<file path="src/rtl/cpu_pkg.sv">
// Shared CPU definitions: datapath width, fetch FSM states and the NOP word.
package cpu_pkg;

  localparam int XLEN = 32;

  localparam logic [XLEN-1:0] NOP_INSTR = 32'h0000_0000;

  typedef enum logic [1:0] {
    BOOT  = 2'b00,
    WAIT  = 2'b01,
    READY = 2'b10
  } fetch_state_e;

endpackage

</file>
<file path="src/rtl/fetch_redirect_sel.sv">
// Redirect arbitration for the fetch stage: csr_redirect beats branch_taken,
// and a redirect that arrives while the held instruction cannot advance is
// parked in pend/pend_tgt until the next advance.
module fetch_redirect_sel
  import cpu_pkg::*;
(
  input  logic            clk,
  input  logic            reset,
  input  logic            i_soft_rst,
  input  logic            i_csr_redirect,
  input  logic [XLEN-1:0] i_csr_target,
  input  logic            i_branch_taken,
  input  logic [XLEN-1:0] i_branch_target,
  input  logic            i_set_pend,
  input  logic            i_clr_pend,
  output logic            o_redirect,
  output logic [XLEN-1:0] o_redir_tgt,
  output logic            o_take,
  output logic [XLEN-1:0] o_take_tgt
);

  logic            r_pend;
  logic [XLEN-1:0] r_pend_tgt;
  logic            w_redirect;
  logic [XLEN-1:0] w_redir_tgt;

  // Priority select; a live redirect is newer than any parked one.
  always_comb begin
    w_redirect  = i_csr_redirect | i_branch_taken;
    w_redir_tgt = i_branch_target;
    if (i_csr_redirect) begin
      w_redir_tgt = i_csr_target;
    end else begin
      w_redir_tgt = i_branch_target;
    end
    o_redirect  = w_redirect;
    o_redir_tgt = w_redir_tgt;
    o_take      = w_redirect | r_pend;
    if (w_redirect) begin
      o_take_tgt = w_redir_tgt;
    end else begin
      o_take_tgt = r_pend_tgt;
    end
  end

  // Parked redirect; a later redirect overwrites the parked target.
  always_ff @(posedge clk or negedge reset) begin
    if (!reset) begin
      r_pend     <= 1'b0;
      r_pend_tgt <= {XLEN{1'b0}};
    end else if (i_soft_rst) begin
      r_pend     <= 1'b0;
      r_pend_tgt <= {XLEN{1'b0}};
    end else if (i_set_pend) begin
      r_pend     <= 1'b1;
      r_pend_tgt <= w_redir_tgt;
    end else if (i_clr_pend) begin
      r_pend     <= 1'b0;
    end else begin
      r_pend     <= r_pend;
    end
  end

endmodule

</file>
<file path="src/rtl/if_fetch_unit.sv">
// Instruction fetch stage: owns the PC, keeps a single request outstanding to
// instruction memory, holds the fetched word until IF/ID captures it, and
// applies branch / trap redirects (discarding responses that became stale).
module if_fetch_unit
  import cpu_pkg::*;
#(
  parameter logic [XLEN-1:0] RESET_PC   = 32'h0000_0000,
  parameter logic [XLEN-1:0] INSTR_STEP = 32'h0000_0004
) (
  input  logic            clk,
  input  logic            reset,
  input  logic            CSR_reset,
  input  logic            IFID_write,
  input  logic            dm_stall,
  input  logic            CSR_stall,
  input  logic            branch_taken,
  input  logic [XLEN-1:0] branch_target,
  input  logic            csr_redirect,
  input  logic [XLEN-1:0] csr_target,
  output logic            im_req,
  output logic [XLEN-1:0] im_addr,
  input  logic            im_rvalid,
  input  logic [XLEN-1:0] im_rdata,
  output logic [XLEN-1:0] pc,
  output logic [XLEN-1:0] instruction,
  output logic            im_stall,
  output logic            IFID_flush
);

  fetch_state_e    r_state, w_next_state;
  logic [XLEN-1:0] r_pc, w_pc_next;
  logic [XLEN-1:0] r_instr, w_instr_next;
  logic            r_drop, w_drop_next;
  logic            w_advance, w_im_stall, w_im_req, w_flush;
  logic [XLEN-1:0] w_im_addr, w_pc_inc;
  logic            w_set_pend, w_clr_pend;
  logic            w_redirect, w_take;
  logic [XLEN-1:0] w_redir_tgt, w_take_tgt;

  assign w_im_stall = (r_state != READY);
  assign w_advance  = IFID_write & ~w_im_stall & ~dm_stall & ~CSR_stall;
  assign w_pc_inc   = r_pc + INSTR_STEP;

  fetch_redirect_sel u_redirect_sel (
    .clk             (clk),
    .reset           (reset),
    .i_soft_rst      (CSR_reset),
    .i_csr_redirect  (csr_redirect),
    .i_csr_target    (csr_target),
    .i_branch_taken  (branch_taken),
    .i_branch_target (branch_target),
    .i_set_pend      (w_set_pend),
    .i_clr_pend      (w_clr_pend),
    .o_redirect      (w_redirect),
    .o_redir_tgt     (w_redir_tgt),
    .o_take          (w_take),
    .o_take_tgt      (w_take_tgt)
  );

  // Next-state, next-PC and request generation for the fetch FSM.
  always_comb begin
    w_next_state = r_state;
    w_pc_next    = r_pc;
    w_instr_next = r_instr;
    w_drop_next  = r_drop;
    w_im_req     = 1'b0;
    w_im_addr    = r_pc;
    w_flush      = 1'b0;
    w_set_pend   = 1'b0;
    w_clr_pend   = 1'b0;
    if (CSR_reset) begin
      w_pc_next    = RESET_PC;
      w_instr_next = NOP_INSTR;
      if ((r_state == WAIT) && !im_rvalid) begin
        // A request is still in flight: wait it out and throw it away.
        w_next_state = WAIT;
        w_drop_next  = 1'b1;
      end else begin
        w_next_state = BOOT;
        w_drop_next  = 1'b0;
      end
    end else begin
      case (r_state)
        BOOT: begin
          w_im_req     = 1'b1;
          w_im_addr    = r_pc;
          w_next_state = WAIT;
          if (w_redirect) begin
            // The request just issued targets the old PC.
            w_pc_next   = w_redir_tgt;
            w_drop_next = 1'b1;
          end else begin
            w_drop_next = 1'b0;
          end
        end
        WAIT: begin
          if (w_redirect) begin
            w_pc_next = w_redir_tgt;
            if (im_rvalid) begin
              w_drop_next  = 1'b0;
              w_next_state = BOOT;
            end else begin
              w_drop_next  = 1'b1;
            end
          end else if (im_rvalid) begin
            if (r_drop) begin
              w_drop_next  = 1'b0;
              w_next_state = BOOT;
            end else begin
              w_instr_next = im_rdata;
              w_next_state = READY;
            end
          end else begin
            w_next_state = WAIT;
          end
        end
        READY: begin
          if (w_advance) begin
            w_clr_pend   = 1'b1;
            w_im_req     = 1'b1;
            w_next_state = WAIT;
            if (w_take) begin
              w_flush   = 1'b1;
              w_pc_next = w_take_tgt;
              w_im_addr = w_take_tgt;
            end else begin
              w_pc_next = w_pc_inc;
              w_im_addr = w_pc_inc;
            end
          end else if (w_redirect) begin
            w_set_pend = 1'b1;
          end else begin
            w_next_state = READY;
          end
        end
        default: begin
          w_next_state = BOOT;
          w_drop_next  = 1'b0;
        end
      endcase
    end
  end

  // Fetch state, PC, held instruction and stale-response flag.
  always_ff @(posedge clk or negedge reset) begin
    if (!reset) begin
      r_state <= BOOT;
      r_pc    <= RESET_PC;
      r_instr <= NOP_INSTR;
      r_drop  <= 1'b0;
    end else begin
      r_state <= w_next_state;
      r_pc    <= w_pc_next;
      r_instr <= w_instr_next;
      r_drop  <= w_drop_next;
    end
  end

  // BOOT requests immediately, so the strobe is held off while reset is low.
  assign im_req      = w_im_req & reset;
  assign im_addr     = w_im_addr;
  assign pc          = r_pc;
  assign instruction = r_instr;
  assign im_stall    = w_im_stall;
  assign IFID_flush  = w_flush;

endmodule

</file>
<file path="config.mk">
export PLATFORM = sky130hd
export DESIGN_NAME = if_fetch_unit
export DESIGN_NICKNAME = d
export VERILOG_FILES = /design/src/rtl/cpu_pkg.sv /design/src/rtl/fetch_redirect_sel.sv /design/src/rtl/if_fetch_unit.sv
export SDC_FILE = /design/constraint.sdc
export NUM_CORES = 1
export LEC_CHECK = 0
export ABC_AREA = 1
export CAP_MARGIN = 10
export CORE_MARGIN = 2
export CORE_UTILIZATION = 48
export CTS_CLUSTER_SIZE = 10
export DETAILED_ROUTE_END_ITERATION = 12
export GPL_ROUTABILITY_DRIVEN = 0
export PLACE_DENSITY = 0.9
export SETUP_SLACK_MARGIN = 0.3
export SLEW_MARGIN = 30
export SYNTH_ARGS = -nofsm -noshare
export SYNTH_HDL_FRONTEND = slang
export SYNTH_SLANG_ARGS = --single-unit
</file>
<file path="constraint.sdc">
create_clock -name clk -period 3.5 [get_ports clk]
set_clock_uncertainty 0.15 [all_clocks]
set_input_delay 1.05 -clock clk [delete_from_list [all_inputs] [get_ports clk]]
set_output_delay 1.05 -clock clk [all_outputs]
set_load 0.005 [all_outputs]
</file>
==> impl_metrics.tcl, run 1 <==
set metrics [dict create \
    outcome "did not finish" \
    stop_stage "global routing" \
    error_line "[ERROR GRT-0232] Routing congestion too high. Check the congestion heatmap in the GUI." \
    syn_avg_cell_area_um2 6.44 \
    clk_root_buffer_cell "sky130_fd_sc_hd__clkbuf_16" \
    netlist_area_um2 6790 \
    yosys_warnings 0 \
    boundaryPins 204 \
    synth_top_area_cell "sky130_fd_sc_hd__dfrtp_1" \
    die_y_um 123 \
    placed_area_um2 9880 \
    grt_start_max_net_pins 53 \
    synth_async_sr_flop_share 1.00 \
    postCtsHoldBufs 0 \
    synth-seq-cells 100 \
    postSynth.topFlopCell "sky130_fd_sc_hd__dfrtp_1" \
    worstEpCategory "output port" \
    netlist_instances 1054 \
    synth.area.top_cells "sky130_fd_sc_hd__dfrtp_1 (37%), sky130_fd_sc_hd__nand2_1 (21%), sky130_fd_sc_hd__o21ai_0 (9.3%)" \
    postSynthNetCount 1160 \
    cts_buffers 9 \
    fp.dieW_um 123 \
    htreeDepth 3 \
    preCtsSetupSlack_ns -0.927 \
    yosysUniqueCellTypes 37 \
    ys_seq_area_frac 0.368 \
    worstEndpointGrtRepair "im_addr[6]" \
    placement.io_buffers 203 \
    start_util 0.491 \
    netlist.area_leader.share 0.368 \
    clockBufferDepth 2 \
    global_route.usage.total 0.783 \
    cts_sinks 100 \
    final_hpwl_from_detailed_placement_um 19100 \
    placement_rows 43 \
    post_synth_edffs 0 \
    overflow 47 \
]
-- cells in the mapped netlist, types with 2 or more instances --
library cell               count
sky130_fd_sc_hd__o31ai_1       2
sky130_fd_sc_hd__or2_1         5
sky130_fd_sc_hd__a21oi_1      39
sky130_fd_sc_hd__nor2_4        2
sky130_fd_sc_hd__buf_6         2
sky130_fd_sc_hd__nor2_2        6
sky130_fd_sc_hd__inv_1        86
sky130_fd_sc_hd__o21ai_1      13
sky130_fd_sc_hd__nor3_1        2
sky130_fd_sc_hd__a22oi_1      10
sky130_fd_sc_hd__nand3_1      97
sky130_fd_sc_hd__inv_2         8
sky130_fd_sc_hd__buf_4         5
sky130_fd_sc_hd__o211ai_1     12
sky130_fd_sc_hd__or2_2        12
sky130_fd_sc_hd__nand2_1     371
sky130_fd_sc_hd__o21ai_0     126
sky130_fd_sc_hd__nand2_2       2
sky130_fd_sc_hd__o22ai_1      13
sky130_fd_sc_hd__nor2_1       72
sky130_fd_sc_hd__clkbuf_1     32
sky130_fd_sc_hd__buf_1         3
sky130_fd_sc_hd__dfrtp_1     100
sky130_fd_sc_hd__buf_2        15
sky130_fd_sc_hd__nand4_1       2
sky130_fd_sc_hd__xor2_1        6
-- routing by layer --
metal | GRT usage | GRT overflow
met5 | 0.295 | 0
met4 | 0.773 | 22
met3 | 0.667 | 1
met2 | 0.913 | 21
met1 | 0.790 | 3
-- timing repair --
| item | 4_1_cts |
|---|---|
| gates resized for setup | 351 |
| gates cloned | 6 |
| hold endpoints to repair | 0 |
| buffers inserted | 153 |
| setup endpoints to repair | 34 |
| pin swaps | 71 |
-- logic make-up after synthesis --
| group | after synthesis | share of synthesized area |
|---|---|---|
| AOI/OAI and AO/OA | 218 | 0.173 |
| xor gates and xnor gates | 7 | 0.00903 |
| adders and majority gates | 1 | 0.00184 |
| buffers and inverters | 154 | 0.0945 |
| DFF | 100 | 0.368 |
| and+or+nand+nor | 574 | 0.353 |
-- stage by stage --
| step | TNS, ns | instances | hold slack (ns) |
|---|---|---|---|
| after floorplan | 0 | 1054 | 0.323 |
| after global placement | -25.91 | 1503 | 0.334 |
| after detailed placement | -27.31 | 1503 | 0.338 |
| after CTS | -4.42 | 1677 | 0.357 |
==> inputs of run 2 (changes only) <==
--- a/config.mk
+++ b/config.mk
@@ -8,12 +8,10 @@
 export ABC_AREA = 1
 export CAP_MARGIN = 10
 export CORE_MARGIN = 2
-export CORE_UTILIZATION = 48
-export CTS_CLUSTER_SIZE = 10
+export CORE_UTILIZATION = 35
 export DETAILED_ROUTE_END_ITERATION = 12
 export GPL_ROUTABILITY_DRIVEN = 0
-export PLACE_DENSITY = 0.9
-export SETUP_SLACK_MARGIN = 0.3
+export PLACE_DENSITY_LB_ADDON = 0.15
 export SLEW_MARGIN = 30
 export SYNTH_ARGS = -nofsm -noshare
 export SYNTH_HDL_FRONTEND = slang
==> impl_metrics.tcl, run 2 <==
set metrics [dict create \
    grt_setup_unrepaired "yes" \
    ys_seq_area_frac 0.368 \
    synth-seq-cells 100 \
    failed_checks "setup timing" \
    power.share.sequential 0.373 \
    crit_path_max_incr_delay_ns 0.19 \
    synth_top_area_cell "sky130_fd_sc_hd__dfrtp_1" \
    synth.area.top_cells "sky130_fd_sc_hd__dfrtp_1 (37%), sky130_fd_sc_hd__nand2_1 (21%), sky130_fd_sc_hd__o21ai_0 (9.3%)" \
    wl_met3_um 3660 \
    placed_area_um2 10000 \
    post_drt_via_cell_ratio 5.34 \
    preCtsSetupSlack_ns -0.983 \
    drv.max_cap_violation_count 0 \
    postSynthNetCount 1160 \
    worst_hold_path_type "register to register" \
    synth_adder_area_share 0.00184 \
    timing.critical_path.to_type "register" \
    overflow 0 \
    cellInternalPower_w 0.00226 \
    cts_tree "done" \
    met1Wirelength_um 12800 \
    report.final.slew_viol_count 0 \
    layout_common_cells "sky130_fd_sc_hd__buf_4 (352), sky130_fd_sc_hd__nand2_1 (315), sky130_fd_sc_hd__clkdlybuf4s50_1 (138)" \
    clk_root_buffer_cell "sky130_fd_sc_hd__clkbuf_16" \
    final_nets 1729 \
    max_slew.worst_pin.slew_ns 0.683 \
    finish.cell_count_without_fillers 1889 \
    placement_rows 50 \
    met2WireLength_um 16400 \
    synth_to_layout_area_growth_pct 92.4 \
    grt_antenna_before_repair 2 \
    crit_path_cell_chain "buf_8, inv_2, buf_8, nand2_1, nand2_2, nand2_2, a21oi_4, o21ai_2, nand2_1, nand2_2, buf_4, buf_4, buf_4, buf_4, buf_4, buf_4, buf_4, buf_4, buf_4, buf_4, buf_4, buf_4, buf_4, a21oi_2" \
    htreeDepth 3 \
    die_y_um 143 \
    post_synth_xor_area_fraction 0.00903 \
    synth_area_in_simple_gates 0.353 \
    wl_um 35000 \
    max_clock_freq_mhz 270 \
    top_layer "met5" \
    cp_max_fo 10 \
    fill_cells 1522 \
    crit_path_top_delay_cell "sky130_fd_sc_hd__a21oi_4" \
    netlist_area_um2 6790 \
    worst_setup_path_type "primary input to register" \
    cell_leakage_power_nw 6.36 \
    drc 0 \
    outcome "complete, but fails checks" \
    power-per-cell-area_nw_per_um2 259 \
    dominant_combinational_cell_family_by_area_after_synthesis "simple AND/OR/NAND/NOR gates" \
    placement.io_buffers 203 \
    critPathTopFamily "buffers and inverters" \
    p_sw_w 0.00113 \
    first_global_vias 9964 \
    worst_slack_setup_final_ns -0.197 \
    path_clk_slew_ns 0.09 \
    drt_first_pass_iters 6 \
    syn_avg_cell_area_um2 6.44 \
    core_um2 18900 \
    yosysUniqueCellTypes 37 \
    timing.final.hold_violations 0 \
    drive_gt1_frac 0.387 \
    boundaryPins 204 \
    worst_slew_margin_rel 0.544 \
    synth_compound_area_frac 0.173 \
    drt_iter0_drc 1071 \
    cts_sinks 100 \
    power.share.combinational 0.308 \
    netlist_instances 1054 \
    start_util 0.359 \
    fp.dieW_um 143 \
    post_synth_most_frequent_cells "sky130_fd_sc_hd__nand2_1 (371), sky130_fd_sc_hd__o21ai_0 (126), sky130_fd_sc_hd__dfrtp_1 (100)" \
    period_minus_slack_ns 3.70 \
    post_synth_edffs 0 \
    total_power_w 0.00338 \
    grt_first_pass_wirelength_um 51800 \
    yosys_warnings 0 \
    dieArea_um2 20500 \
    timing.critical_path.required_ns 3.65 \
    vdd.ir_drop.worst_v 0.000235 \
    final_hpwl_from_detailed_placement_um 19900 \
    worst-endpoint-arrival_ns 3.85 \
    dr_total_vias 10082 \
    global_route.usage.total 0.327 \
    pwr-share-clk 0.319 \
    synth_async_sr_flop_share 1.00 \
    cts_buffers 9 \
    count_of_final_setup_violators 43 \
    yosysMostFrequentCell "sky130_fd_sc_hd__nand2_1" \
    detail-route-antenna-nets 0 \
    cp.buffers_inverters 16 \
    netlist.area_leader.share 0.368 \
    layout_worst_path_cycle_share 1.06 \
    worstSkewPairLatency_ns 0.37 \
    mostFrequentLayoutCell "sky130_fd_sc_hd__buf_4" \
    finalHoldWorstSlack_ns 0.358 \
    yosys-mux-area-fraction 0 \
    mean_routed_wirelength_per_cell_um 18.5 \
    postLayoutCellArea_um2 13100 \
    clockBufferDepth 2 \
    timing.critical_path.from_type "primary input" \
    sw_ratio 0.334 \
    timing.critical_path.mode_cell "sky130_fd_sc_hd__buf_4" \
    postCtsHoldBufs 0 \
    place_inst 1597 \
    postSynth.topFlopCell "sky130_fd_sc_hd__dfrtp_1" \
    grt_start_max_net_pins 64 \
]
run 2: logic make-up (layout without fill, tap and decap cells):
kind of cell,after synthesis,in the layout
adders and majority gates,1,1
buffers and inverters,154,727
and+or+nand+nor,574,575
other,0,1
AOI/OAI and AO/OA,218,218
xor gates and xnor gates,7,7
DFF,100,100
run 2: worst paths after layout:
path	cells after the start	slack [ns]	to	start
worst max-delay path	24	-0.20	pc[19]$_DFFE_PN0P_	csr_redirect
worst min-delay path	2	0.36	instruction[11]$_DFFE_PN0P_	instruction[11]$_DFFE_PN0P_
worst max register to register	25	-0.13	pc[22]$_DFFE_PN0P_	pc[3]$_DFFE_PN0P_
worst min register to register	2	0.36	instruction[11]$_DFFE_PN0P_	instruction[11]$_DFFE_PN0P_
max in group asynchronous	3	1.56	pc[7]$_DFFE_PN0P_	reset
min in group asynchronous	2	0.57	instruction[17]$_DFFE_PN0P_	reset
run 2: timing repair:
action,CTS,global route
buffers inserted,265,22
cloned,4,0
endpoints found under the setup margin,34,52
pin swaps,81,58
gates resized for setup,334,124
run 2: metrics by stage:
stage | util | setup TNS [ns]
floorplan | - | 0
detailed placement | 0.530 | -29.72
global placement | 0.530 | -28.88
CTS | 0.666 | -0.876
finish | 0.691 | -4.02
global route | 0.691 | -7.72
run 2: tightest hold or removal path: stages, from the launching register on:
cell	delay, ns
sky130_fd_sc_hd__dfrtp_1	0.35
sky130_fd_sc_hd__nand3_1	0.07
sky130_fd_sc_hd__nand2_1	0.05
run 2: per-layer routing:
layer	vias to the layer above	GRT usage
met5	-	0
met4	2	0.193
met3	198	0.0886
met2	679	0.536
met1	4642	0.385
li1	4561	-
run 2: power by group through the flow:
stage	sequential, W	clock (W)	combinational, W
after floorplan	0.00128	0	0.000299
after global placement	0.00128	0	0.000815
after detailed placement	0.00128	0	0.000819
after CTS	0.00126	0.00109	0.000943
after global routing	0.00127	0.00113	0.00112
final	0.00126	0.00108	0.00104
run 2: cell type report:
| type | count | area (um^2) | area share |
|---|---|---|---|
| Multi-Input combinational cell | 801 | 4180 | 0.320 |
| Timing Repair Buffer | 616 | 5350 | 0.410 |
| Clock inverter | 7 | 88.8 | 0.00680 |
| Sequential cell | 100 | 2500 | 0.192 |
| Antenna cell | 1 | 2.50 | 0.000192 |
| Inverter | 95 | 387 | 0.0296 |
| Clock buffer | 9 | 225 | 0.0172 |
| Tap cell | 260 | 325 | 0.0249 |
Note: power is estimated with default switching activity, not from simulation.
==> inputs of run 3 (changes only) <==
==> constraint.sdc (replaced) <==
create_clock -name clk -period 3.6 [get_ports clk]
set_clock_uncertainty 0.15 [all_clocks]
set_input_delay 1.08 -clock clk [delete_from_list [all_inputs] [get_ports clk]]
set_output_delay 1.08 -clock clk [all_outputs]
set_load 0.005 [all_outputs]
==> impl_metrics.tcl, run 3 (synthesized netlist as in run 2, its figures left out) <==
set metrics [dict create \
    grt_start_max_net_pins 55 \
    dr_total_vias 10004 \
    vdd.ir_drop.worst_v 0.000249 \
    first_global_vias 9958 \
    count_of_final_setup_violators 34 \
    synth_to_layout_area_growth_pct 90.5 \
    fp.dieW_um 143 \
    cellInternalPower_w 0.00221 \
    preCtsSetupSlack_ns -0.989 \
    p_sw_w 0.00112 \
    htreeDepth 3 \
    mean_routed_wirelength_per_cell_um 18.9 \
    layout_worst_path_cycle_share 1.04 \
    power.share.combinational 0.314 \
    dieArea_um2 20500 \
    period_minus_slack_ns 3.76 \
    timing.final.hold_violations 0 \
    overflow 0 \
    drc 0 \
    worst_slack_setup_final_ns -0.160 \
    mostFrequentLayoutCell "sky130_fd_sc_hd__nand2_1" \
    cts_buffers 9 \
    antenna_cells 0 \
    max_slew.worst_pin.slew_ns 0.818 \
    cts_sinks 100 \
    timing.critical_path.required_ns 3.74 \
    detail-route-antenna-nets 0 \
    placement.io_buffers 203 \
    grt_setup_unrepaired "yes" \
    clk_root_buffer_cell "sky130_fd_sc_hd__clkbuf_16" \
    finalHoldWorstSlack_ns 0.357 \
    placement_rows 50 \
    max_clock_freq_mhz 266 \
    grt_antenna_before_repair 2 \
    crit_path_top_delay_cell "sky130_fd_sc_hd__nor2_8" \
    die_y_um 143 \
    power-per-cell-area_nw_per_um2 257 \
    final_hpwl_from_detailed_placement_um 19800 \
    worst_setup_path_type "primary input to register" \
    core_um2 18900 \
    drt_first_pass_iters 6 \
    global_route.usage.total 0.330 \
    layout_common_cells "sky130_fd_sc_hd__nand2_1 (331), sky130_fd_sc_hd__buf_4 (306), sky130_fd_sc_hd__clkdlybuf4s50_1 (145)" \
    post_drt_via_cell_ratio 5.40 \
    failed_checks "setup timing" \
    cp_max_fo 5 \
    path_clk_slew_ns 0.08 \
    clockBufferDepth 2 \
    worst-endpoint-arrival_ns 3.90 \
    worst_slew_margin_rel 0.455 \
    worst_hold_path_type "register to register" \
    report.final.slew_viol_count 0 \
    crit_path_max_incr_delay_ns 0.18 \
    timing.critical_path.to_type "register" \
    cts_tree "done" \
    final_nets 1693 \
    crit_path_cell_chain "buf_8, buf_6, nor2_8, buf_8, o21ai_0, a21oi_2, nand2_1, o21ai_0, nand2_1, buf_4, buf_4, buf_4, buf_4, buf_4, buf_4, buf_4, buf_4, buf_4, buf_4, buf_4, buf_4, buf_4, a21oi_2" \
    timing.critical_path.mode_cell "sky130_fd_sc_hd__buf_4" \
    wl_um 35000 \
    setup_tns_ns -2.67 \
    grt_first_pass_wirelength_um 52100 \
    cell_leakage_power_nw 6.25 \
    fill_cells 1525 \
    boundaryPins 204 \
    drv.max_cap_violation_count 0 \
    drive_gt1_frac 0.381 \
    sw_ratio 0.335 \
    pwr-share-clk 0.315 \
    outcome "complete, but fails checks" \
    power.share.sequential 0.371 \
    start_util 0.359 \
    worstSkewPairLatency_ns 0.38 \
    drt_iter0_drc 1080 \
    timing.critical_path.from_type "primary input" \
]
-- run 3: cell count changes in the layout (fill, tap and decap cells not counted), sizes merged, moves of 2 or more --
cell / change
clkinv: -3
buf: -37
dlygate4sd2: -8
clkbuf: +2
inv: +3
clkdlybuf4s50: +7
-- run 3: layout make-up --
class | instances | area [um^2] | area share
clock inverters | 7 | 76.3 | 0.00590
flip-flops and latches | 100 | 2510 | 0.194
repair buffers | 581 | 5180 | 0.400
well taps | 260 | 325 | 0.0251
clock buffers | 9 | 225 | 0.0174
multi-input cells | 800 | 4260 | 0.329
inverters | 95 | 372 | 0.0287
-- run 3: stage by stage --
step / power [W] / cell area [um^2] / cells / utilization
global placement: 0.00201 / 9890 / 1583 / 0.523
finish: 0.00333 / 12900 / 1852 / 0.685
global route: 0.00344 / 12900 / 1852 / 0.685
detailed placement: 0.00202 / 9890 / 1583 / 0.523
CTS: 0.00320 / 12300 / 1844 / 0.652
floorplan: 0.00154 / 6790 / 1054 / -
-- run 3: worst paths after layout --
path,start,slack [ns],cells after the start,end
worst max-delay path,csr_redirect,-0.16,23,pc[22]$_DFFE_PN0P_
worst min-delay path,instruction[6]$_DFFE_PN0P_,0.36,2,instruction[6]$_DFFE_PN0P_
worst max register to register,pc[6]$_DFFE_PN0P_,-0.13,23,pc[22]$_DFFE_PN0P_
worst min register to register,instruction[6]$_DFFE_PN0P_,0.36,2,instruction[6]$_DFFE_PN0P_
max in group asynchronous,reset,1.33,3,pc[7]$_DFFE_PN0P_
min in group asynchronous,reset,0.65,2,instruction[17]$_DFFE_PN0P_
-- run 3: metal layers --
| metal | GRT usage | vias up | wire [um] |
|---|---|---|---|
| met1 | 0.393 | 4580 | 12600 |
| met4 | 0.183 | 2 | 2370 |
| li1 | - | 4501 | - |
| met2 | 0.544 | 683 | 16400 |
| met3 | 0.0866 | 238 | 3500 |
| met5 | 0 | - | 11 |
-- run 3: worst max-delay path, delay by kind of cell --
| kind | cells | cell delay, ns |
|---|---|---|
| compound gates | 4 | 0.49 |
| buf+inv | 16 | 2.00 |
| simple gates | 3 | 0.33 |
-- run 3: what timing repair did --
action	in CTS	in global routing
endpoints found under the setup margin	34	48
hold endpoints to repair	0	0
setup buffers	244	26
gates resized for setup	313	187
gates cloned	5	1
hold buffers	0	0
pin swaps	59	70
-- run 3: power by group through the flow --
stage | clock network, W | registers, W | logic, W
global placement | 0 | 0.00125 | 0.000763
CTS | 0.00105 | 0.00123 | 0.000926
global route | 0.00109 | 0.00124 | 0.00112
finish | 0.00105 | 0.00123 | 0.00104
detailed placement | 0 | 0.00125 | 0.000767
floorplan | 0 | 0.00124 | 0.000291
